[src/rtl/exe_issue_ctrl_pkg.sv]
// rtl/exe_issue_ctrl_pkg.sv - shared optype codes, FSM encoding and issue record for the execute sequencer
package exe_issue_ctrl_pkg;

    localparam int OPTYPE_W = 5;
    localparam int XLEN     = 32;

    // Decoded optype codes, common to decode, the execute datapath and this controller.
    localparam logic [OPTYPE_W-1:0] I_NOP  = 5'd0;
    localparam logic [OPTYPE_W-1:0] I_ADD  = 5'd1;
    localparam logic [OPTYPE_W-1:0] I_SUB  = 5'd2;
    localparam logic [OPTYPE_W-1:0] I_AND  = 5'd3;
    localparam logic [OPTYPE_W-1:0] I_OR   = 5'd4;
    localparam logic [OPTYPE_W-1:0] I_XOR  = 5'd5;
    localparam logic [OPTYPE_W-1:0] I_ADDI = 5'd6;
    localparam logic [OPTYPE_W-1:0] I_MUL  = 5'd7;
    localparam logic [OPTYPE_W-1:0] I_MULH = 5'd8;
    localparam logic [OPTYPE_W-1:0] I_LW   = 5'd9;
    localparam logic [OPTYPE_W-1:0] I_SW   = 5'd10;
    localparam logic [OPTYPE_W-1:0] I_BEQ  = 5'd11;
    localparam logic [OPTYPE_W-1:0] I_BNE  = 5'd12;
    localparam logic [OPTYPE_W-1:0] I_JAL  = 5'd13;

    localparam logic [1:0] ST_IDLE = 2'd0;
    localparam logic [1:0] ST_EXEC = 2'd1;
    localparam logic [1:0] ST_MULW = 2'd2;
    localparam logic [1:0] ST_MEM  = 2'd3;

    typedef enum logic [2:0] {
        ALU_ADD  = 3'd0,
        ALU_SUB  = 3'd1,
        ALU_AND  = 3'd2,
        ALU_OR   = 3'd3,
        ALU_XOR  = 3'd4,
        ALU_MUL  = 3'd5,
        ALU_MULH = 3'd6
    } alu_op_e;

    typedef struct packed {
        logic [OPTYPE_W-1:0] optype;
        logic [4:0]          rd;
        logic [XLEN-1:0]     data1;
        logic [XLEN-1:0]     data2;
        logic [XLEN-1:0]     imm;
        logic [XLEN-1:0]     offset;
        logic [XLEN-1:0]     pc;
    } issue_t;

    function automatic logic is_mul_op(input logic [OPTYPE_W-1:0] optype);
        return (optype == I_MUL) || (optype == I_MULH);
    endfunction

endpackage

[src/rtl/exe_issue_ctrl.sv]
// rtl/exe_issue_ctrl.sv - execute-stage issue register, multi-cycle MUL stretch, LW/SW handshake, wb/flush events
module exe_issue_ctrl
    import exe_issue_ctrl_pkg::*;
#(
    parameter int MUL_LAT = 3,
    parameter int CNT_W   = 4
) (
    input  logic        clk,
    input  logic        rst_n,

    input  logic        id_valid,
    output logic        id_ready,
    input  logic [4:0]  id_optype,
    input  logic [4:0]  id_rd,
    input  logic [31:0] id_data1,
    input  logic [31:0] id_data2,
    input  logic [31:0] id_imm,
    input  logic [31:0] id_offset,
    input  logic [31:0] id_pc,

    output logic [4:0]  ex_optype,
    output logic [31:0] ex_data1,
    output logic [31:0] ex_data2,
    output logic [31:0] ex_imm,
    output logic [31:0] ex_offset,
    output logic [31:0] ex_pc,

    input  logic [31:0] dp_res,
    input  logic        dp_write_reg,
    input  logic        dp_load_en,
    input  logic        dp_store_en,
    input  logic        dp_jmp_en,
    input  logic [31:0] dp_jmp_addr,

    output logic        mem_req,
    output logic        mem_we,
    output logic [31:0] mem_addr,
    output logic [31:0] mem_wdata,
    input  logic        mem_ack,
    input  logic [31:0] mem_rdata,

    output logic        wb_valid,
    output logic [4:0]  wb_rd,
    output logic [31:0] wb_data,

    output logic        flush,
    output logic [31:0] redirect_addr,
    output logic        busy
);

    localparam bit               MUL_MULTI    = (MUL_LAT > 1);
    localparam logic [CNT_W-1:0] MUL_CNT_INIT = CNT_W'(MUL_LAT - 1);
    localparam logic [CNT_W-1:0] CNT_ONE      = CNT_W'(1);

    logic [1:0]       state_q, state_d, state_adv;
    issue_t           issue_q, issue_d;
    logic [CNT_W-1:0] cnt_q, cnt_d;

    logic             wb_valid_q, wb_valid_d;
    logic [4:0]       wb_rd_q, wb_rd_d;
    logic [31:0]      wb_data_q, wb_data_d;
    logic             flush_q, flush_d;
    logic [31:0]      redirect_q, redirect_d;

    logic             complete;
    logic             complete_wb;
    logic             complete_jmp;
    logic [31:0]      complete_data;
    logic             accept;

    // Completion decode: which state finishes the op this cycle and what it leaves behind.
    always_comb begin
        complete      = 1'b0;
        complete_wb   = 1'b0;
        complete_jmp  = 1'b0;
        complete_data = dp_res;
        state_adv     = state_q;
        cnt_d         = cnt_q;
        case (state_q)
            ST_EXEC: begin
                if (dp_jmp_en) begin
                    complete     = 1'b1;
                    complete_jmp = 1'b1;
                end else if (MUL_MULTI && is_mul_op(issue_q.optype)) begin
                    cnt_d     = MUL_CNT_INIT;
                    state_adv = ST_MULW;
                end else if (dp_load_en || dp_store_en) begin
                    state_adv = ST_MEM;
                end else begin
                    complete    = 1'b1;
                    complete_wb = dp_write_reg;
                end
            end
            ST_MULW: begin
                cnt_d = cnt_q - CNT_ONE;
                if (cnt_q == CNT_ONE) begin
                    complete    = 1'b1;
                    complete_wb = 1'b1;
                end
            end
            ST_MEM: begin
                if (mem_ack) begin
                    complete      = 1'b1;
                    complete_wb   = dp_load_en;
                    complete_data = mem_rdata;
                end
            end
            default: ;
        endcase
    end

    // A redirect squashes whatever decode is presenting, so no accept while one is pending or pulsing.
    assign id_ready = ((state_q == ST_IDLE) || complete) && !complete_jmp && !flush_q;
    assign accept   = id_valid && id_ready;

    always_comb begin
        state_d = state_adv;
        if (accept) begin
            state_d = ST_EXEC;
        end else if (complete) begin
            state_d = ST_IDLE;
        end
    end

    always_comb begin
        issue_d = issue_q;
        if (accept) begin
            issue_d.optype = id_optype;
            issue_d.rd     = id_rd;
            issue_d.data1  = id_data1;
            issue_d.data2  = id_data2;
            issue_d.imm    = id_imm;
            issue_d.offset = id_offset;
            issue_d.pc     = id_pc;
        end
    end

    always_comb begin
        wb_valid_d = complete_wb;
        wb_rd_d    = complete_wb ? issue_q.rd : wb_rd_q;
        wb_data_d  = complete_wb ? complete_data : wb_data_q;
        flush_d    = complete_jmp;
        redirect_d = complete_jmp ? dp_jmp_addr : redirect_q;
    end

    always_ff @(posedge clk or negedge rst_n) begin
        if (!rst_n) begin
            state_q    <= ST_IDLE;
            issue_q    <= '0;
            cnt_q      <= '0;
            wb_valid_q <= 1'b0;
            wb_rd_q    <= '0;
            wb_data_q  <= '0;
            flush_q    <= 1'b0;
            redirect_q <= '0;
        end else begin
            state_q    <= state_d;
            issue_q    <= issue_d;
            cnt_q      <= cnt_d;
            wb_valid_q <= wb_valid_d;
            wb_rd_q    <= wb_rd_d;
            wb_data_q  <= wb_data_d;
            flush_q    <= flush_d;
            redirect_q <= redirect_d;
        end
    end

    assign ex_optype = issue_q.optype;
    assign ex_data1  = issue_q.data1;
    assign ex_data2  = issue_q.data2;
    assign ex_imm    = issue_q.imm;
    assign ex_offset = issue_q.offset;
    assign ex_pc     = issue_q.pc;

    // Memory outputs are decoded from state so an asynchronous reset drops the request at once.
    assign mem_req   = (state_q == ST_MEM);
    assign mem_we    = mem_req && dp_store_en;
    assign mem_addr  = mem_req ? dp_res : '0;
    assign mem_wdata = issue_q.data1;

    assign wb_valid      = wb_valid_q;
    assign wb_rd         = wb_rd_q;
    assign wb_data       = wb_data_q;
    assign flush         = flush_q;
    assign redirect_addr = redirect_q;
    assign busy          = (state_q != ST_IDLE);

endmodule

[config.mk]
export PLATFORM = sky130hd
export DESIGN_NAME = exe_issue_ctrl
export DESIGN_NICKNAME = d
export VERILOG_FILES = /design/src/rtl/exe_issue_ctrl_pkg.sv /design/src/rtl/exe_issue_ctrl.sv
export SDC_FILE = /design/constraint.sdc
export NUM_CORES = 1
export LEC_CHECK = 0
export ABC_AREA = 1
export BUFFER_PORTS_ARGS = -buffer_cell sky130_fd_sc_hd__clkbuf_2
export CORE_AREA = 2 2 222 224
export DETAILED_ROUTE_END_ITERATION = 8
export DIE_AREA = 0 0 224 226
export MAX_ROUTING_LAYER = met4
export PLACE_DENSITY = 0.56
export SETUP_SLACK_MARGIN = 0.4
export SLEW_MARGIN = 30
export SYNTH_ARGS = -nofsm -noshare
export SYNTH_HDL_FRONTEND = slang
export SYNTH_SLANG_ARGS = --single-unit
[constraint.sdc]
create_clock -name clk -period 3 [get_ports clk]
set_input_delay 0.15 -clock clk [delete_from_list [all_inputs] [get_ports clk]]
set_output_delay 0.15 -clock clk [all_outputs]
set_load 0.01 [all_outputs]
==> Word level (Yosys, flattened, before mapping) <==
Cells that the tools add are included.
{ "classes": {"n_addsub": 1, "multipliers": 0, "div_mod_pow": 0, "magnitude_cmp": 0, "n_eq_ne": 9, "n_shift": 0, "mux": 25, "n_bitwise": 0, "reduce_logical": 16} }
{ "ops": {"columns": ["op", "n"], "rows": [
  ["two-way mux 32 bit", 3],
  ["two-way mux 2 bit", 6],
  ["two-way mux 1 bit", 11],
  ["two-way mux 4 bit", 2],
  ["one-hot mux 4 bit (2 select lines)", 1],
  ["one-hot mux 1 bit (3 select lines)", 2],
  ["AND reduction 3 bit", 2],
  ["== test 5 x 3 -> 1 bit (second input constant)", 1],
  ["== test 5 x 4 -> 1 bit (second input constant)", 1],
  ["== test 2 bit (second input constant)", 2],
  ["== test 4 x 1 -> 1 bit (second input constant)", 1],
  ["logical AND 1 bit", 4],
  ["!= test 2 bit (second input constant)", 2],
  ["nonzero test 2 bit", 2],
  ["nonzero test 4 bit", 1],
  ["subtractor 4 x 1 -> 4 bit (second input constant)", 1],
  ["logical OR 1 bit", 3],
  ["!= test 3 x 1 -> 1 bit (second input constant)", 1],
  ["nonzero test 3 bit", 1],
  ["== test 2 x 1 -> 1 bit (second input constant)", 1],
  ["zero test 1 bit", 2],
  ["zero test 2 bit", 1]
]} }
{ "totals": {"reg_bits": 247, "latchBits": 0, "mem_bits_rw": 0, "mem_bits_ro": 0, "wordCells": 65, "n_memories": 0} }

==> Longest topological paths before layout <==
Gate-level depths: netlist of run 1.
{ "depth": {"word_depth": 11, "depth_mapped": 12, "ltp_nobuf": 10} }

==> Least setup slack after synthesis of run 1 <==
No wires, ideal clock.
{ "synth_path": {"path_kind": "reg-to-output", "start": "register cnt_q[1]", "end": "output port id_ready", "t_arrival_ns": 1.562, "t_required_ns": 2.850, "setup_slack_ns": 1.288, "path_stages_with_launch": 12, "path_buffers": 3, "cell_sequence": "dfrtp_1 -> inv_1 -> ha_1 -> nand2_1 -> nor3_1 -> nor2_2 -> nand3_2 -> buf_4 -> buf_4 -> buf_2 -> nand2_1 -> inv_1"} }
{ "synth_via": {"elab_chain_cells": 6} }
{ "synth_lines": {"columns": ["item", "line_no", "source"], "rows": [
  ["from (decl)", "exe_issue_ctrl.sv:57", "logic [CNT_W-1:0] cnt_q, cnt_d;"],
  ["from (signal assigned)", "exe_issue_ctrl.sv:159", "cnt_q <= cnt_d;"],
  ["== test 4 x 1 -> 1 bit", "exe_issue_ctrl.sv:96", "if (cnt_q == CNT_ONE) begin"],
  ["two-way mux 1 bit", "exe_issue_ctrl.sv:96", null],
  ["one-hot mux 1 bit (3 select lines)", "exe_issue_ctrl.sv:79", "case (state_q)"],
  ["logical OR 1 bit", "exe_issue_ctrl.sv:113", "assign id_ready = ((state_q == ST_IDLE) || complete) && !complete_jmp && !flush_q;"],
  ["logical AND 1 bit (2 in a row)", "exe_issue_ctrl.sv:113", null],
  ["to (decl)", "exe_issue_ctrl.sv:12", "output logic id_ready,"]
]} }
No other way between the ends.

==> Final worst setup path of run 1 <==
{ "layout_path": {"start": "register state_q[0]", "end": "output port id_ready"} }
{ "layout_via": {"elab_chain_cells": 5, "word_cells_on_any_way": 10} }
{ "layout_lines": {"columns": ["item", "line_no", "source"], "rows": [
  ["from (decl)", "exe_issue_ctrl.sv:55", "logic [1:0] state_q, state_d, state_adv;"],
  ["from (signal assigned)", "exe_issue_ctrl.sv:157", "state_q <= state_d;"],
  ["== test 2 bit or == test 2 x 1 -> 1 bit (tied branches)", "exe_issue_ctrl.sv:79", null],
  ["one-hot mux 1 bit (3 select lines) or two-way mux 1 bit (tied branches)", "exe_issue_ctrl.sv:79", null],
  ["logical OR 1 bit or zero test 1 bit (tied branches)", "exe_issue_ctrl.sv:113", null],
  ["logical AND 1 bit * (2 in a row)", "exe_issue_ctrl.sv:113", null]
]} }
Mark *: on every way between the ends. The rest lies on a longest branch, timed or not.

==> impl_metrics.json, run 1 <==
{
  "drv_cap": 0,
  "layout_commonest_cell": "clkbuf_2",
  "relSlewSlack_pct": 54.2,
  "setup_viol": 0,
  "synth_edf_count": 0,
  "gr-total-overflow": 0,
  "leakage_nw": 9.69,
  "hpwl_um": 27600,
  "drc_errors": 0,
  "cp_max_fo": 86,
  "nNetsFinal": 2298,
  "stdcell_area_um2": 17800,
  "ios": 578,
  "cts_root_buf": "clkbuf_16",
  "yosys-top-cells-area": "dfrtp_1 52%, nand2_1 16%, buf_4 13%, nand4_1 8.9%, nor2_1 2.3%",
  "layout-drive-gt1-share_pct": 32.4,
  "die_h_um": 226,
  "synth_fa_ha_area_share_pct": 0.209,
  "clock_latency_ns": 0.58,
  "drv_slew": 0,
  "initial_utilization_pct": 24.8,
  "wl_met1_um": 18500,
  "hold_viol_final": 0,
  "p_per_area_nw_per_um2": 979,
  "final_cell_mix": "575 x clkbuf_2, 517 x nand2_1, 269 x dlygate4sd3_1, 246 x dfrtp_1, 171 x nand4_1",
  "synth_top_family_by_area": "simple AND/OR/NAND/NOR gates",
  "worst_pin_slew_ns": 0.686,
  "wl_um": 44800,
  "clk_pin_slew_ns": 0.06,
  "cp.arrival_ns": 2.28,
  "routed-wl-met2_um": 22100,
  "ys.flop_type": "dfrtp_1",
  "reg2regPathDepth": 11,
  "vias_per_cell": 4.50,
  "synth_compound_area_share_pct": 2.14,
  "core-area_um2": 48300,
  "syn_area_per_cell_um2": 8.45,
  "die_x_um": 224,
  "globalRouteTotalUtil_pct": 17.3,
  "synth_top_area_share_pct": 51.5,
  "synth-seq-area-share_pct": 51.5,
  "layout_setup_ws_ns": 0.566,
  "synth_seq_cells": 247,
  "worst_setup_path_end_kind": "output port",
  "place.gp.congestion": 0.894,
  "dieArea_um2": 50600,
  "firstDrtPassIters": 7,
  "status": "complete, no violations",
  "drt_iter0_drc": 654,
  "cts-buffers-inserted": 30,
  "maxUsedRoutingLayer": "met4",
  "ys.warnings.count": 0,
  "cts_tree": "built",
  "grt_max_degree": 87,
  "placed_area_um2": 14000,
  "hold_slack_ns": 0.0734,
  "dr_wl_met3_um": 2680,
  "post_synth_xor_area_fraction_pct": 0.146,
  "grt_first_pass_wirelength_um": 67400,
  "rows": 81,
  "stdcell_count": 2668,
  "grt_pass1_vias": 12100,
  "htree_levels": 1,
  "async_flop_share_pct": 100,
  "area.growth.synth_to_final_pct": 48.4,
  "hold_class": "input port to register",
  "yosys.area.top_type": "dfrtp_1",
  "num_vias": 12000,
  "wl_per_cell_um": 16.8,
  "period_share_pct": 81.1,
  "cts_buffer_depth": 3,
  "syn_nets": 1695,
  "skew_ns": 0.0223,
  "critPathKind": "register to output port",
  "ys_types": 26,
  "place_inst": 2339,
  "ant_nets": 0,
  "diodes": 0,
  "yosys.area_share.simple_pct": 28.1,
  "start_kind": "register",
  "setup_total_negative_slack_ns": 0,
  "rsz0062_at_grt": "false",
  "place_ws_ns": 0.652,
  "cts.sinks": 247,
  "finalCriticalPeriod_ns": 2.43,
  "numPortBuffers": 577,
  "antenna_found_initial": 0,
  "required_ns": 2.85,
  "ir_drop_v": 0.000442,
  "synthCells": 1419,
  "fmax_ghz": 0.411,
  "synth_area_um2": 12000,
  "min_delay_path_depth": 3,
  "synth.area.mux_share_pct": 0
}
==> final timing paths <==
check | from | end | slack (ns)
worst max-delay path | state_q[0] | id_ready | 0.57
worst min-delay path | id_valid | ex_offset[21] | 0.07
worst max register to register | ex_optype[2] | ex_data1[12] | 0.72
worst min register to register | ex_data2[7] | ex_data2[7] | 0.46
max in group asynchronous | rst_n | redirect_addr[24] | 1.91
min in group asynchronous | rst_n | wb_data[31] | 0.11
==> what timing repair did <==
| item | 4_1_cts | 5_1_grt |
|---|---|---|
| resized for setup | 2 | 3 |
| setup buffers | 0 | 1 |
| hold endpoints to repair | 297 | 0 |
| hold buffers | 269 | 0 |
| setup endpoints to repair | 1 | 40 |
| gates cloned | 3 | 0 |
==> Yosys cell counts, types with 2 or more instances <==
cell / number
clkbuf_1: 35
a31oi_1: 32
nand3_2: 2
a21oi_1: 3
dfrtp_1: 247
inv_2: 5
inv_1: 51
o21ai_0: 6
xnor2_1: 2
nand3_1: 4
ha_1: 2
nand2_2: 2
nor2_1: 72
nand2_1: 517
buf_1: 10
buf_4: 204
nand4_1: 171
nor3_1: 2
buf_2: 45
==> power by group <==
part	internal [mW]	leakage (nW)	switching, mW
clock network	2.25	0.505	1.51
logic	2.86	6.17	4.82
registers	4.95	3.02	1.04
==> flip-flops by register name, summed over array words and instances (netlist names) <==
| signal | flops |
|---|---|
| ex_data1 | 32 |
| ex_data2 | 32 |
| ex_imm | 32 |
| ex_offset | 32 |
| ex_pc | 32 |
| redirect_addr | 32 |
| wb_data | 32 |
| ex_optype | 5 |
| issue_q | 5 |
| wb_rd | 5 |
| cnt_q | 4 |
| state_q | 2 |
| flush | 1 |
| wb_valid | 1 |
==> layer usage <==
layer	track usage, %	up-vias
met5	-	-
met4	6.92	0
met3	2.98	132
met2	28.5	492
met1	21.1	5802
li1	-	5592
==> layout make-up <==
cell class	instances	area, um2
fillers	4831	30500
flip-flops and latches	247	6180
repair buffers	865	5890
multi-input cells	821	3710
clock buffers	44	905
well taps	622	778
inverters	57	219
clock inverters	12	115
==> logic make-up (layout without fill, tap and decap cells) <==
family	Yosys count	after routing
and+or+nand+nor	774	774
buffers and inverters	351	978
DFF	247	247
AOI/OAI and AO/OA	43	43
adders and majority gates	2	2
xor gates and xnor gates	2	2
==> through the flow <==
step / utilization (%) / total power [mW]
2_1_floorplan: - / 11.5
3_3_place_gp: 28.9 / 12.9
3_5_place_dp: 28.9 / 13.1
4_1_cts: 36.8 / 17.6
5_1_grt: 36.8 / 18.6
6_report: 36.8 / 17.4
==> worst max-delay path: stages, from the launching register on <==
cell,delay (ns)
dfrtp_1,0.41
inv_2,0.08
nor2_1,0.05
inv_2,0.07
nor2_4,0.04
or2_1,0.26
inv_6,0.10
buf_16,0.28
nand2_1,0.10
inv_1,0.07
clkbuf_2,0.12
(Power assumes the default switching activity.)
==> run 2: changes to the inputs <==
Settings changed: CORE_AREA 2 2 222 224 to 2 2 225 227, DIE_AREA 0 0 224 226 to 0 0 227 229, PLACE_DENSITY 0.56 to 0.55.
Clock period 3 ns to 2.3 ns, I/O delays scaled along.
==> impl_metrics.json, run 2 (synthesis gave the netlist of run 1 again) <==
{
  "skew_ns": 0.0130,
  "cts_root_buf": "clkbuf_16",
  "drv_cap": 0,
  "clock_latency_ns": 0.57,
  "drt_iter0_drc": 715,
  "initial_utilization_pct": 24.2,
  "cts.sinks": 247,
  "finalCriticalPeriod_ns": 2.05,
  "wl_per_cell_um": 17.0,
  "slowest_delay_ns": 0.39,
  "layout_commonest_cell": "clkbuf_2",
  "ir_drop_v": 0.000467,
  "placed_area_um2": 14300,
  "p_per_area_nw_per_um2": 1290,
  "r2r_start": "cnt_q[1]",
  "firstDrtPassIters": 7,
  "stdcell_area_um2": 18800,
  "period_share_pct": 89.2,
  "gr-total-overflow": 0,
  "layout-drive-gt1-share_pct": 34.6,
  "clk_pin_slew_ns": 0.06,
  "dieArea_um2": 52000,
  "cts-buffers-inserted": 30,
  "numPortBuffers": 577,
  "critPathLaunch": "cnt_q[1]",
  "core-area_um2": 49700,
  "hold_path_startpoint": "dp_load_en",
  "final_cell_mix": "575 x clkbuf_2, 513 x nand2_1, 271 x dlygate4sd3_1, 247 x dfrtp_1, 171 x nand4_1",
  "grt_pass1_vias": 12700,
  "hpwl_um": 29000,
  "slowest_stage": "dfrtp_1",
  "rows": 82,
  "drc_errors": 0,
  "cts_buffer_depth": 3,
  "place.gp.congestion": 0.907,
  "status": "complete, no violations",
  "worst_pin_slew_ns": 0.661,
  "leakage_nw": 10.2,
  "antenna_found_initial": 1,
  "die_h_um": 229,
  "fmax_ghz": 0.488,
  "nNetsFinal": 2360,
  "rsz0062_at_grt": "true",
  "grt_max_degree": 88,
  "wl_um": 47300,
  "cts_tree": "built",
  "worst_setup_path_end_kind": "register",
  "hold_class": "input port to register",
  "hold_viol_final": 0,
  "cpMostUsedCell": "buf_12",
  "num_vias": 12300,
  "globalRouteTotalUtil_pct": 18.0,
  "area.growth.synth_to_final_pct": 56.4,
  "ant_nets": 0,
  "relSlewSlack_pct": 55.9,
  "die_x_um": 227,
  "cp_max_fo": 17,
  "required_ns": 2.76,
  "cp.arrival_ns": 2.51,
  "htree_levels": 1,
  "setup_viol": 0,
  "path_cells": "inv_2 -> ha_4 -> nand2_4 -> nor3_4 -> nor2_4 -> nand3_4 -> buf_4 -> buf_12 -> nand3_4 -> buf_12 -> buf_12 -> buf_16 -> nand2_1 -> nand2_1",
  "vias_per_cell": 4.43,
  "critPathKind": "register to register",
  "ios": 578,
  "setup_total_negative_slack_ns": 0,
  "grt_first_pass_wirelength_um": 71400,
  "start_kind": "register",
  "drv_slew": 0
}
## run 2: cell types whose count changed in the layout (fill, tap and decap cells not counted), moves of 2 or more
cell | before | now
buf_12 | 3 | 12
clkinvlp_4 | 2 | 0
buf_16 | 2 | 10
nand2_2 | 2 | 4
clkinv_2 | 8 | 4
nand2_1 | 517 | 513
nand2_4 | 0 | 2
bufbuf_16 | 3 | 5
buf_6 | 1 | 7
buf_4 | 11 | 43
dlygate4sd3_1 | 269 | 271
## run 2: report_power, final
| group | total [mW] | internal (mW) | leakage [nW] | switching, mW |
|---|---|---|---|---|
| sequential | 7.85 | 6.46 | 3.02 | 1.40 |
| combinational | 11.5 | 4.83 | 6.64 | 6.70 |
| clock | 4.86 | 2.95 | 0.502 | 1.91 |
| total | 24.3 | 14.2 | 10.2 | 10.0 |
## run 2: per-stage QoR
| step | util, % | total power, mW | setup slack, ns | std cells | hold slack [ns] |
|---|---|---|---|---|---|
| floorplan | - | 15.0 | 0.623 | 1419 | -0.181 |
| global placement | 28.8 | 17.2 | 0.271 | 2413 | 0.175 |
| detailed placement | 28.8 | 17.4 | 0.248 | 2413 | 0.180 |
| CTS | 37.6 | 24.3 | 0.221 | 2774 | 0.104 |
| global route | 37.8 | 25.9 | 0.129 | 2778 | 0.0358 |
| finish | 37.8 | 24.3 | 0.249 | 2778 | 0.0355 |
## run 2: layout make-up
type	count	area (um2)
Tap cell	672	841
Clock buffer	46	922
Clock inverter	7	88.8
Fill cell	5014	30900
Multi-Input combinational cell	822	3780
Sequential cell	247	6180
Timing Repair Buffer	926	6730
Inverter	57	219
Antenna cell	1	2.50
## run 2: worst max-delay path: cells and delay by family (launching register included)
family        cells  cell delay, ns
fa+ha+maj         1            0.14
buf+inv           6            0.80
flops             1            0.39
simple gates      7            0.60
## run 2: path summary, 6_finish.rpt
| path | endpoint | slack [ns] | depth (start not counted) |
|---|---|---|---|
| hold reg to reg | ex_data2[1] | 0.47 | 2 |
| hold / removal | wb_data[21] | 0.04 | 4 |
| min in group asynchronous | ex_imm[27] | 0.16 | 2 |
| setup reg to reg | ex_data2[18] | 0.25 | 14 |
| max in group asynchronous | redirect_addr[10] | 1.42 | 3 |
| setup / recovery | ex_data2[18] | 0.25 | 14 |
## run 2: routing by layer
layer  vias up  share of wire [%]  GRT usage (%)
li1       5738                  -              -
met5         -                  0              -
met1      5908                 39           20.9
met3       123                7.1           3.22
met4         0                4.1           7.80
met2       525                 50           30.5
## run 2: timing repair
item	4_1_cts	5_1_grt
hold buffers	271	0
resized for setup	30	10
gates cloned	11	1
setup endpoints to repair	181	208
buffers inserted	26	2
pin swaps	7	3
hold endpoints to repair	315	0
